$ cat config.mk
export PLATFORM = sky130hd
export DESIGN_NAME = key_scan_lut_flat
export DESIGN_NICKNAME = d
export VERILOG_FILES = /design/src/rtl/key_scan_lut_if.sv /design/src/rtl/key_scan_lut.sv /design/src/flat_wrapper.sv
export SDC_FILE = /design/constraint.sdc
export NUM_CORES = 1
export LEC_CHECK = 0
export BUFFER_PORTS_ARGS = -buffer_cell sky130_fd_sc_hd__clkbuf_2
export CAP_MARGIN = 5
export CELL_PAD_IN_SITES_DETAIL_PLACEMENT = 1
export CELL_PAD_IN_SITES_GLOBAL_PLACEMENT = 2
export CORE_MARGIN = 8
export CORE_UTILIZATION = 41
export DETAILED_ROUTE_END_ITERATION = 16
export GPL_TIMING_DRIVEN = 0
export PLACE_DENSITY_LB_ADDON = 0.12
export SLEW_MARGIN = 20
export SYNTH_ARGS = -nofsm -noshare
export SYNTH_HDL_FRONTEND = slang
export SYNTH_SLANG_ARGS = --single-unit
$ cat constraint.sdc
create_clock -name clk -period 8.6 [get_ports clk]
set_clock_uncertainty 0.15 [all_clocks]
set_input_delay 1.72 -clock clk [delete_from_list [all_inputs] [get_ports clk]]
set_output_delay 1.72 -clock clk [all_outputs]
set_load 0.01 [all_outputs]
$ cat src/rtl/key_scan_lut_if.sv
// Key-scanner bundle: raw switches and mode in, note enables/selection/strobes out.
// The bench drives through the master modport; key_scan_lut connects to the slave modport.
interface key_scan_lut_if #(
  parameter int N_KEYS = 8
);
  localparam int IDX_W = $clog2(N_KEYS);
  localparam int HC_W  = $clog2(N_KEYS + 1);

  logic [N_KEYS-1:0] sw;
  logic [1:0]        mode;
  logic [N_KEYS-1:0] en;
  logic [IDX_W-1:0]  note_idx;
  logic              note_valid;
  logic              note_on;
  logic              note_off;
  logic [HC_W-1:0]   held_count;

  modport master (
    output sw, mode,
    input  en, note_idx, note_valid, note_on, note_off, held_count
  );

  modport slave (
    input  sw, mode,
    output en, note_idx, note_valid, note_on, note_off, held_count
  );
endinterface

$ cat src/rtl/key_scan_lut.sv
// Synchronises and debounces N_KEYS switches, then drives per-key enables plus a
// monophonic note selection (last/lowest/highest priority) with on/off strobes.
module key_scan_lut #(
  parameter int N_KEYS          = 8,
  parameter int DEBOUNCE_CYCLES = 250000,
  parameter int IDX_W           = $clog2(N_KEYS)
) (
  input logic           clk,
  input logic           rst,
  key_scan_lut_if.slave bus
);

  localparam int CNT_W = $clog2(DEBOUNCE_CYCLES + 1);
  localparam int HC_W  = $clog2(N_KEYS + 1);

  logic [N_KEYS-1:0] s1;
  logic [N_KEYS-1:0] s2;
  logic [N_KEYS-1:0] stable;
  logic [CNT_W-1:0]  cnt [N_KEYS];

  logic [N_KEYS-1:0] stable_d;
  logic [N_KEYS-1:0] rise;
  logic [N_KEYS-1:0] fall;

  logic [IDX_W-1:0]  last_idx;
  logic              last_valid;
  logic [IDX_W-1:0]  last_idx_nxt;
  logic              last_valid_nxt;

  logic [IDX_W-1:0]  sel_idx;
  logic              sel_valid;
  logic [N_KEYS-1:0] en_nxt;

  logic [N_KEYS-1:0] en_q;
  logic [IDX_W-1:0]  note_idx_q;
  logic              note_valid_q;
  logic              note_on_q;
  logic              note_off_q;
  logic [HC_W-1:0]   held_count_q;

  function automatic logic [IDX_W-1:0] lowest_idx(input logic [N_KEYS-1:0] v);
    lowest_idx = '0;
    for (int i = N_KEYS - 1; i >= 0; i--) begin
      if (v[i]) lowest_idx = IDX_W'(i);
    end
  endfunction

  function automatic logic [IDX_W-1:0] highest_idx(input logic [N_KEYS-1:0] v);
    highest_idx = '0;
    for (int i = 0; i < N_KEYS; i++) begin
      if (v[i]) highest_idx = IDX_W'(i);
    end
  endfunction

  function automatic logic [HC_W-1:0] popcount(input logic [N_KEYS-1:0] v);
    popcount = '0;
    for (int i = 0; i < N_KEYS; i++) begin
      popcount = popcount + HC_W'(v[i]);
    end
  endfunction

  // Stage 0/1: two-flop synchroniser and per-key debounce counters
  always_ff @(posedge clk or posedge rst) begin
    if (rst) begin
      s1     <= '0;
      s2     <= '0;
      stable <= '0;
      for (int k = 0; k < N_KEYS; k++) cnt[k] <= '0;
    end else begin
      s1 <= bus.sw;
      s2 <= s1;
      for (int k = 0; k < N_KEYS; k++) begin
        if (s2[k] == stable[k]) begin
          cnt[k] <= '0;
        end else if (cnt[k] == CNT_W'(DEBOUNCE_CYCLES - 1)) begin
          stable[k] <= ~stable[k];
          cnt[k]    <= '0;
        end else begin
          cnt[k] <= cnt[k] + CNT_W'(1);
        end
      end
    end
  end

  assign rise = stable & ~stable_d;
  assign fall = ~stable & stable_d;

  // Last-note tracking runs in every mode so switching into mode 1 picks up a sane note.
  always_comb begin
    last_idx_nxt   = last_idx;
    last_valid_nxt = last_valid;
    if (|rise) begin
      last_idx_nxt   = lowest_idx(rise);
      last_valid_nxt = 1'b1;
    end else if (last_valid && fall[last_idx]) begin
      if (|stable) begin
        last_idx_nxt = lowest_idx(stable);
      end else begin
        last_valid_nxt = 1'b0;
      end
    end
  end

  always_comb begin
    sel_idx   = lowest_idx(stable);
    sel_valid = |stable;
    case (bus.mode)
      2'd1: begin
        sel_idx   = last_idx_nxt;
        sel_valid = last_valid_nxt;
      end
      2'd3: sel_idx = highest_idx(stable);
      default: ;
    endcase
  end

  always_comb begin
    en_nxt = '0;
    if (bus.mode == 2'd0) begin
      en_nxt = stable;
    end else if (sel_valid) begin
      en_nxt = N_KEYS'(1) << sel_idx;
    end
  end

  // Stage 2: registered edge detect, selection state and outputs
  always_ff @(posedge clk or posedge rst) begin
    if (rst) begin
      stable_d     <= '0;
      last_idx     <= '0;
      last_valid   <= 1'b0;
      en_q         <= '0;
      note_idx_q   <= '0;
      note_valid_q <= 1'b0;
      note_on_q    <= 1'b0;
      note_off_q   <= 1'b0;
      held_count_q <= '0;
    end else begin
      stable_d     <= stable;
      last_idx     <= last_idx_nxt;
      last_valid   <= last_valid_nxt;
      en_q         <= en_nxt;
      note_idx_q   <= sel_idx;
      note_valid_q <= sel_valid;
      note_on_q    <= sel_valid && (!note_valid_q || (sel_idx != note_idx_q));
      note_off_q   <= !sel_valid && note_valid_q;
      held_count_q <= popcount(stable);
    end
  end

  assign bus.en         = en_q;
  assign bus.note_idx   = note_idx_q;
  assign bus.note_valid = note_valid_q;
  assign bus.note_on    = note_on_q;
  assign bus.note_off   = note_off_q;
  assign bus.held_count = held_count_q;

endmodule

$ cat src/flat_wrapper.sv
// flat-port wrapper written by rule: the top's interface ports become plain ports
module key_scan_lut_flat 
#(
  parameter int N_KEYS          = 8,
  parameter int DEBOUNCE_CYCLES = 250000,
  parameter int IDX_W           = $clog2(N_KEYS)
)
  (clk, rst, bus_sw, bus_mode, bus_en, bus_note_idx, bus_note_valid, bus_note_on, bus_note_off, bus_held_count);
  key_scan_lut_if #(.N_KEYS(N_KEYS)) bus_i ();
  input logic clk;
  input logic rst;
  input wire logic [$bits(bus_i.sw)-1:0] bus_sw;
  input wire logic [$bits(bus_i.mode)-1:0] bus_mode;
  output wire logic [$bits(bus_i.en)-1:0] bus_en;
  output wire logic [$bits(bus_i.note_idx)-1:0] bus_note_idx;
  output wire logic [$bits(bus_i.note_valid)-1:0] bus_note_valid;
  output wire logic [$bits(bus_i.note_on)-1:0] bus_note_on;
  output wire logic [$bits(bus_i.note_off)-1:0] bus_note_off;
  output wire logic [$bits(bus_i.held_count)-1:0] bus_held_count;
  assign bus_i.sw = bus_sw;
  assign bus_i.mode = bus_mode;
  assign bus_en = bus_i.en;
  assign bus_note_idx = bus_i.note_idx;
  assign bus_note_valid = bus_i.note_valid;
  assign bus_note_on = bus_i.note_on;
  assign bus_note_off = bus_i.note_off;
  assign bus_held_count = bus_i.held_count;
  key_scan_lut #(.N_KEYS(N_KEYS), .DEBOUNCE_CYCLES(DEBOUNCE_CYCLES), .IDX_W(IDX_W)) u_core (.clk(clk), .rst(rst), .bus(bus_i));
endmodule
==> results of run 1 <==
==> kinds of logic (layout without fill, tap and decap cells) <==
logic type | after synthesis | count (layout) | share of synthesized area, %
AO/OA/AOI/OAI | 70 | 70 | 4.84
flip-flops | 198 | 198 | 53.6
multiplexers | 7 | 7 | 1.06
XOR/XNOR | 126 | 126 | 11.9
AND/OR/NAND/NOR | 441 | 441 | 23.3
adder cells (fa/ha/maj) | 16 | 16 | 2.49
buffers and inverters | 59 | 121 | 2.72
==> path summary, 6_finish.rpt <==
kind / from / end / slack [ps] / cells after the start
max in group asynchronous: rst / u_core.cnt[96]$_DFF_PP0_ / 6050 / 3
hold reg to reg: u_core.s1[5]$_DFF_PP0_ / u_core.s2[5]$_DFF_PP0_ / 210 / 0
hold / removal: u_core.s1[5]$_DFF_PP0_ / u_core.s2[5]$_DFF_PP0_ / 210 / 0
min in group asynchronous: rst / u_core.cnt[83]$_DFF_PP0_ / 1250 / 2
setup reg to reg: u_core.stable[0]$_DFFE_PP0P_ / u_core.bus.held_count[1]$_DFF_PP0_ / 5380 / 11
setup / recovery: u_core.stable[0]$_DFFE_PP0P_ / u_core.bus.held_count[1]$_DFF_PP0_ / 5380 / 11
==> flip-flops by register name, summed over array words and instances, names as in the netlist <==
register,cells
u_core.bus.en,8
u_core.bus.held_count,4
u_core.bus.note_idx,3
u_core.bus.note_off,1
u_core.bus.note_on,1
u_core.bus.note_valid,1
u_core.cnt,144
u_core.last_idx,3
u_core.last_valid,1
u_core.s1,8
u_core.s2,8
u_core.stable,8
u_core.stable_d,8
==> metrics by stage <==
step / area [um2] / TNS (ps) / hold WS (ps)
2_1_floorplan: 9240 / 0 / 181
3_3_place_gp: 9740 / -229210 / 184
3_5_place_dp: 9770 / 0 / 188
6_report: 10300 / 0 / 213
5_1_grt: 10300 / 0 / 220
4_1_cts: 10300 / 0 / 216
==> area by class of cell <==
class / instances / area share (%)
clock buffer: 20 / 4.41
inverter: 31 / 1.20
multi-input combinational: 660 / 38.9
tap: 285 / 3.45
clock inverter: 12 / 1.14
sequential: 198 / 47.9
buffer: 28 / 1.31
timing repair buffer: 30 / 1.67
==> power by group <==
group / switching, uW / internal, uW / leakage, uW / total [uW]
clock network: 366 / 420 / 0.000275 / 786
logic: 46.0 / 18.6 / 0.00158 / 64.6
registers: 9.72 / 945 / 0.00271 / 954
total: 421 / 1380 / 0.00456 / 1810
==> layout by cell type (no fill, tap or decap), drive strengths merged, types with 2 or more instances in the layout <==
master / synthesis / layout
nand3: 57 / 57
dfrtp: 198 / 198
o31ai: 2 / 2
inv: 31 / 35
mux2i: 3 / 3
or2: 9 / 9
o21ai: 28 / 28
nand2b: 10 / 10
clkbuf: 19 / 68
mux2: 2 / 2
xnor2: 53 / 53
nand3b: 6 / 6
nor4bb: 2 / 2
and3: 27 / 27
ha: 12 / 12
a21oi: 23 / 23
a32o: 2 / 2
o21bai: 2 / 2
o311ai: 2 / 2
xor2: 73 / 73
o221ai: 2 / 2
nor3: 11 / 11
and4: 3 / 3
clkinv: 0 / 4
nor2b: 13 / 13
nor4: 10 / 10
or3: 21 / 21
mux4: 2 / 2
nand2: 71 / 71
nand4: 16 / 16
and2: 3 / 3
fa: 4 / 4
buf: 9 / 10
a22o: 2 / 2
nor4b: 8 / 8
clkinvlp: 0 / 3
nor2: 171 / 171
==> routing by layer <==
layer	global-route usage, %	routed length [um]	part of all wire [%]	vias to the layer above
met5	0	0	0	-
met3	3.04	325	1.7	16
met2	25.7	9750	50	24
li1	-	-	-	3149
met1	19.4	9360	48	3209
met4	3.60	163	0.83	0
==> metrics.md, run 1 <==
| Metric | Value |
|---|---|
| Vias in the first global route | `7000` |
| Area share of the leading cell type in the synthesized netlist | `between 50 and 60%` |
| Top cell family by delay on the critical path | `adder cells` |
| CTS Hold Buffers Added | `0` |
| Footprint of the flip-flops and latches | `about 5000 um2` |
| Worst slew margin relative to its limit | `between 50% and 60%` |
| Estimated wirelength of the detail-placed design | `roughly 14000 um` |
| Worst Slack Setup Final | `5380 ps` |
| Area delta synth->final | `12.0%` |
| Register area share after synthesis | `a little over half` |
| PostCTS Resize Cnt | `0` |
| Via/cell ratio | `about 5.1` |
| Starting density of the core | `between 40% and 50%` |
| Most frequently used flop master after synthesis | `dfrtp_1` |
| Worst-Skew Late Latency | `about 430 ps` |
| Worst-path maximum fanout | `8` |
| Cell with the most instances after synthesis | `dfrtp_1` |
| Overall Power | `around 1800 uW` |
| FP Rows | `55` |
| Setup repair bufs after CTS | `0` |
| Wire length per cell after detailed routing | `15.5 um` |
| Final standard cell utilization of the core | `between 40% and 50%` |
| Clock tree from TritonCTS | `yes` |
| Initial detailed-routing violation count | `321` |
| Multi-input logic area | `between 4000 and 5000 um2` |
| I/O pin total | `30` |
| Number of flops mapped to enable cells by yosys | `0` |
| CP startpoint kind | `flop` |
| Total routing resource utilization after global routing | `between 15 and 20%` |
| Post-synth cell types | `between 60 and 70` |
| Sort of element at the end of the critical path | `flop` |
| Critical Path Slowest Stage Cell | `fa_1` |
| Initial antenna violation count | `0` |
| Dpl ws | `between 5000 and 6000 ps` |
| Port Buffer Count | `29` |
| Stage delay of the slowest cell on the critical path | `between 400 and 500 ps` |
| Clock buffer depth | `2` |
| Number of nets in the layout | `994` |
| Clk pin slew, worst setup/hold paths | `approximately 70 ps` |
| RSZ-0062 raised after global routing | `false` |
| Library cell appearing most often on the critical path | `inv_1` |
| Achievable clock frequency | `approximately 310 MHz` |
| Fraction of layout instances using a drive strength above 1 | `under 10%` |
| Floorplan Core Area | `about 22000 um2` |
| Post-synthesis sequential element count | `slightly below 200` |
| Area contributors post-synth | `dfrtp_1, xor2_1, nor2_1` |
| Finished Layout Cells | `between 1000 and 1500` |
| Clk sinks | `slightly below 200` |
| Number of endpoints with negative hold slack in the final report | `0` |
| Post-detailed-routing wire length | `approximately 20000 um` |
| TritonCTS buffer count | `17` |
| Total of fill cells in the finished design | `roughly 2500` |
| Peak supply drop | `approximately 0.11 mV` |
| Die X | `166 um` |
| Transition time at the pin with the least slew margin | `~700 ps` |
| Data required time at the worst endpoint | `a little under 9000 ps` |
| Initial DRT Pass Iterations | `6` |
| Master cell of the clock root buffer | `clkbuf_16` |
| Largest net degree at the start of global routing | `slightly above 100` |
| Worst EP arrival | `3440 ps` |
| Buffers and inverters on the worst path | `6` |
| Die ar. | `around 28000 um2` |
| Syn Area/Cell | `around 10 um2` |
| Number of pins exceeding their max-slew limit in the final report | `0` |
| Netlist area before placement | `slightly above 9000 um2` |
| Worst min-delay path class | `reg -> reg` |
| Status | `finished clean` |
| Remaining antenna violation count | `0` |
| Vias after detailed routing | `approximately 6400` |
| Routability congestion estimate | `0.755` |
| Synth Net Count | `roughly 950` |
| Remaining global-route overflow | `0` |
| Power density of the placed cells | `174 nW/um2` |
| # placed instances | `between 1000 and 1500` |
| Ys async rst share | `100%` |
| Antenna cells | `0` |
| Classification of the worst setup path | `reg -> reg` |
| Die height | `~170 um` |
| Series of cell instances along the critical path | `clkbuf_2 > inv_1 > ha_1 > inv_1 > fa_1 > fa_1 > inv_1 > fa_1 > inv_1 > fa_1 > inv_1` |
| Endpoints failing setup | `0` |
| Final critical path time including I/O delays and setup | `approximately 3200 ps` |
| Ranking of synthesized cells by instance count | `dfrtp_1, nor2_1, xor2_1` |
| Wire length of the first global-routing pass | `34800 um` |
| Detailed-route DRC error count | `0` |
| Synth warn | `0` |
| Deepest level of the CTS H-tree | `4` |
| Post-synth top area cell | `dfrtp_1` |
| Mapped Cells | `roughly 920` |
| Pleak | `between 0.004 and 0.005 uW` |
| Fin crit share | `37.4%` |
| Max-capacitance violation count | `0` |
(Power assumes the default switching activity.)
==> run 2: changes to the inputs <==
==> constraint.sdc (replaced) <==
create_clock -name clk -period 3 [get_ports clk]
set_clock_uncertainty 0.15 [all_clocks]
set_input_delay 0.6 -clock clk [delete_from_list [all_inputs] [get_ports clk]]
set_output_delay 0.6 -clock clk [all_outputs]
set_load 0.01 [all_outputs]
==> metrics.md, run 2 (same netlist as run 1, synthesis figures left out) <==
| Metric | Value |
|---|---|
| Status | `finished clean` |
| Wire length of the first global-routing pass | `34300 um (-1.5%)` |
| Dpl ws | `-239 ps (-5480 ps)` |
| Clk network pwr share | `43.6% (about the same)` |
| Series of cell instances along the critical path | `clkbuf_8 > inv_4 > ha_4 > inv_2 > fa_1 > fa_1 > inv_2 > fa_2 > inv_2 > fa_1 > inv_2` |
| Endpoints failing setup | `0 (unchanged)` |
| Estimated wirelength of the detail-placed design | `14000 um (+2.7%)` |
| Number of flip-flops under the largest register name | `144 (unchanged)` |
| Starting density of the core | `41.3% (unchanged)` |
| Die X | `166 um (unchanged)` |
| Fraction of layout instances using a drive strength above 1 | `11.7% (+1.9 points)` |
| Detailed-route DRC error count | `0 (unchanged)` |
| Library cell appearing most often on the critical path | `inv_2` |
| Clock buffer depth | `2 (unchanged)` |
| Antenna cells | `0 (unchanged)` |
| Switching Share | `23.7% (+0.40 points)` |
| Worst-Skew Late Latency | `430 ps (about the same)` |
| Stage delay of the slowest cell on the critical path | `510 ps (+20 ps)` |
| Master cell of the clock root buffer | `clkbuf_16` |
| Clk sinks | `198 (unchanged)` |
| Sort of element at the end of the critical path | `flop` |
| I/O pin total | `30 (unchanged)` |
| Switch Pwr | `1240 uW (+190%)` |
| Post-route design area | `10500 um2 (+1.8%)` |
| Internal portion of total power | `3970 uW (+190%)` |
| CTS Hold Buffers Added | `0 (unchanged)` |
| Transition time at the pin with the least slew margin | `583 ps (-116 ps)` |
| Final critical path time including I/O delays and setup | `2920 ps (-298 ps)` |
| Deepest level of the CTS H-tree | `4 (unchanged)` |
| Area post-placement | `9870 um2 (+0.99%)` |
| Final sum of negative setup slack | `0 ps (unchanged)` |
| Data required time at the worst endpoint | `3220 ps (-5600 ps)` |
| TritonCTS buffer count | `17 (unchanged)` |
| Register name with the most flops | `u_core.cnt` |
| Number of endpoints with negative hold slack in the final report | `0 (unchanged)` |
| Wire length per cell after detailed routing | `15.3 um (-1.3%)` |
| Die height | `166 um (unchanged)` |
| Remaining antenna violation count | `0 (unchanged)` |
| Area delta synth->final | `14.1%` |
| Initial detailed-routing violation count | `273 (-15%)` |
| Startpoint of the most critical setup path | `u_core.stable[0]$_DFFE_PP0P_` |
| Floorplan Core Area | `22400 um2 (unchanged)` |
| Post-detailed-routing wire length | `19500 um (-0.56%)` |
| Total routing resource utilization after global routing | `14.9% (-0.17 points)` |
| CP startpoint kind | `flop` |
| Die ar. | `27600 um2 (unchanged)` |
| Buffers and inverters on the worst path | `6 (unchanged)` |
| Routability congestion estimate | `0.730 (-3.4%)` |
| Worst-path maximum fanout | `3 (-5)` |
| Fin crit share | `97.3% (+60 points)` |
| Most common cell after layout, fill and taps aside | `dfrtp_1` |
| Vias after detailed routing | `6462 (+1.0%)` |
| Worst reg2reg path depth | `11 (unchanged)` |
| Largest net degree at the start of global routing | `34 (-67%)` |
| Achievable clock frequency | `343 MHz (+10%)` |
| Commonest non-fill, non-tap cells in the layout | `dfrtp_1, nor2_1, xor2_1` |
| Top cell family by delay on the critical path | `adder cells` |
| Worst slew margin relative to its limit | `61.0% (+7.6 points)` |
| Pleak | `0.00465 uW (+1.9%)` |
| Worst min-delay path class | `in -> async` |
| Number of logic stages on the critical path including buffering | `11 (unchanged)` |
| Clock tree from TritonCTS | `yes` |
| Number of nets in the layout | `1005 (+1.1%)` |
| Remaining global-route overflow | `0 (unchanged)` |
| RSZ-0062 raised after global routing | `true` |
| Worst EP arrival | `3140 ps (-300 ps)` |
| Peak supply drop | `0.370 mV (+230%)` |
| Worst Slack Setup Final | `82.1 ps (-5300 ps)` |
| Finished Layout Cells | `1274 (+0.79%)` |
| Clk pin slew, worst setup/hold paths | `70 ps (about the same)` |
| Comb power frac | `3.9% (+0.3 points)` |
| Port Buffer Count | `29 (unchanged)` |
| Initial antenna violation count | `0 (unchanged)` |
| Number of pins exceeding their max-slew limit in the final report | `0 (unchanged)` |
| Total of fill cells in the finished design | `2521 (-1.0%)` |
| Classification of the worst setup path | `reg -> reg` |
| # placed instances | `1237 (+0.41%)` |
| Critical Path Slowest Stage Cell | `fa_1` |
| Vias in the first global route | `6867 (-1.9%)` |
| Power share of the sequential group | `52.6% (-0.3 points)` |
| Via/cell ratio | `5.07 (+0.21%)` |
| Reg2reg start | `u_core.stable[0]$_DFFE_PP0P_` |
| FP Rows | `55 (unchanged)` |
| Initial DRT Pass Iterations | `4 (-2)` |
| Overall Power | `5210 uW (+190%)` |
| Max-capacitance violation count | `0 (unchanged)` |
| Power density of the placed cells | `494 nW/um2 (+180%)` |
[run 2: cell types whose count changed in the layout (fill, tap and decap cells not counted), moves of 2 or more]
cell and delta:
inv_2 +3, clkbuf_1 -2, buf_4 +6, buf_12 +5
inv_6 +2, inv_4 +2, inv_1 -5
[run 2: power groups by stage]
stage | sequential, uW | combinational [uW] | clock [uW]
5_1_grt | 2740 | 236 | 2440
3_3_place_gp | 2790 | 184 | 0
3_5_place_dp | 2790 | 209 | 0
2_1_floorplan | 2780 | 127 | 0
6_report | 2740 | 202 | 2270
4_1_cts | 2740 | 212 | 2360
[run 2: cell type report]
type | count | area [um2] | share of cell area (%)
plain buffers | 28 | 151 | 1.44
clock buffers | 18 | 439 | 4.17
clock inverters | 13 | 138 | 1.31
inverters | 31 | 125 | 1.19
multi-input cells | 660 | 4050 | 38.5
flip-flops and latches | 198 | 4960 | 47.0
well taps | 285 | 357 | 3.38
repair buffers | 41 | 318 | 3.02
[run 2: timing repair]
action / CTS / global route
setup buffers: 4 / 2
setup endpoints to repair: 2 / 12
pin swaps: 2 / 2
resized for setup: 8 / 9
[run 2: stage by stage]
| step | util [%] | hold WS (ps) |
|---|---|---|
| after detailed placement | 44.1 | 186 |
| after global routing | 47.1 | 98.0 |
| after CTS | 46.9 | 63.4 |
| after global placement | 43.6 | 183 |
| final | 47.1 | 69.9 |
| after floorplan | - | 181 |
[run 2: final timing paths]
| kind | slack (ps) | end |
|---|---|---|
| max in group asynchronous | 1650 | u_core.cnt[110]$_DFF_PP0_ |
| hold / removal | 70 | u_core.s1[4]$_DFF_PP0_ |
| setup / recovery | 80 | u_core.bus.held_count[1]$_DFF_PP0_ |
| hold reg to reg | 200 | u_core.s2[1]$_DFF_PP0_ |
| min in group clk | 120 | u_core.s1[6]$_DFF_PP0_ |
| setup reg to reg | 80 | u_core.bus.held_count[1]$_DFF_PP0_ |
[run 2: routing by layer]
layer	vias to the layer above	part of all wire [%]	global-route usage [%]
met5	-	0	0
li1	3166	-	-
met1	3259	48	19.5
met3	7	1.8	3.07
met2	30	50	25.0
met4	0	0.65	3.32
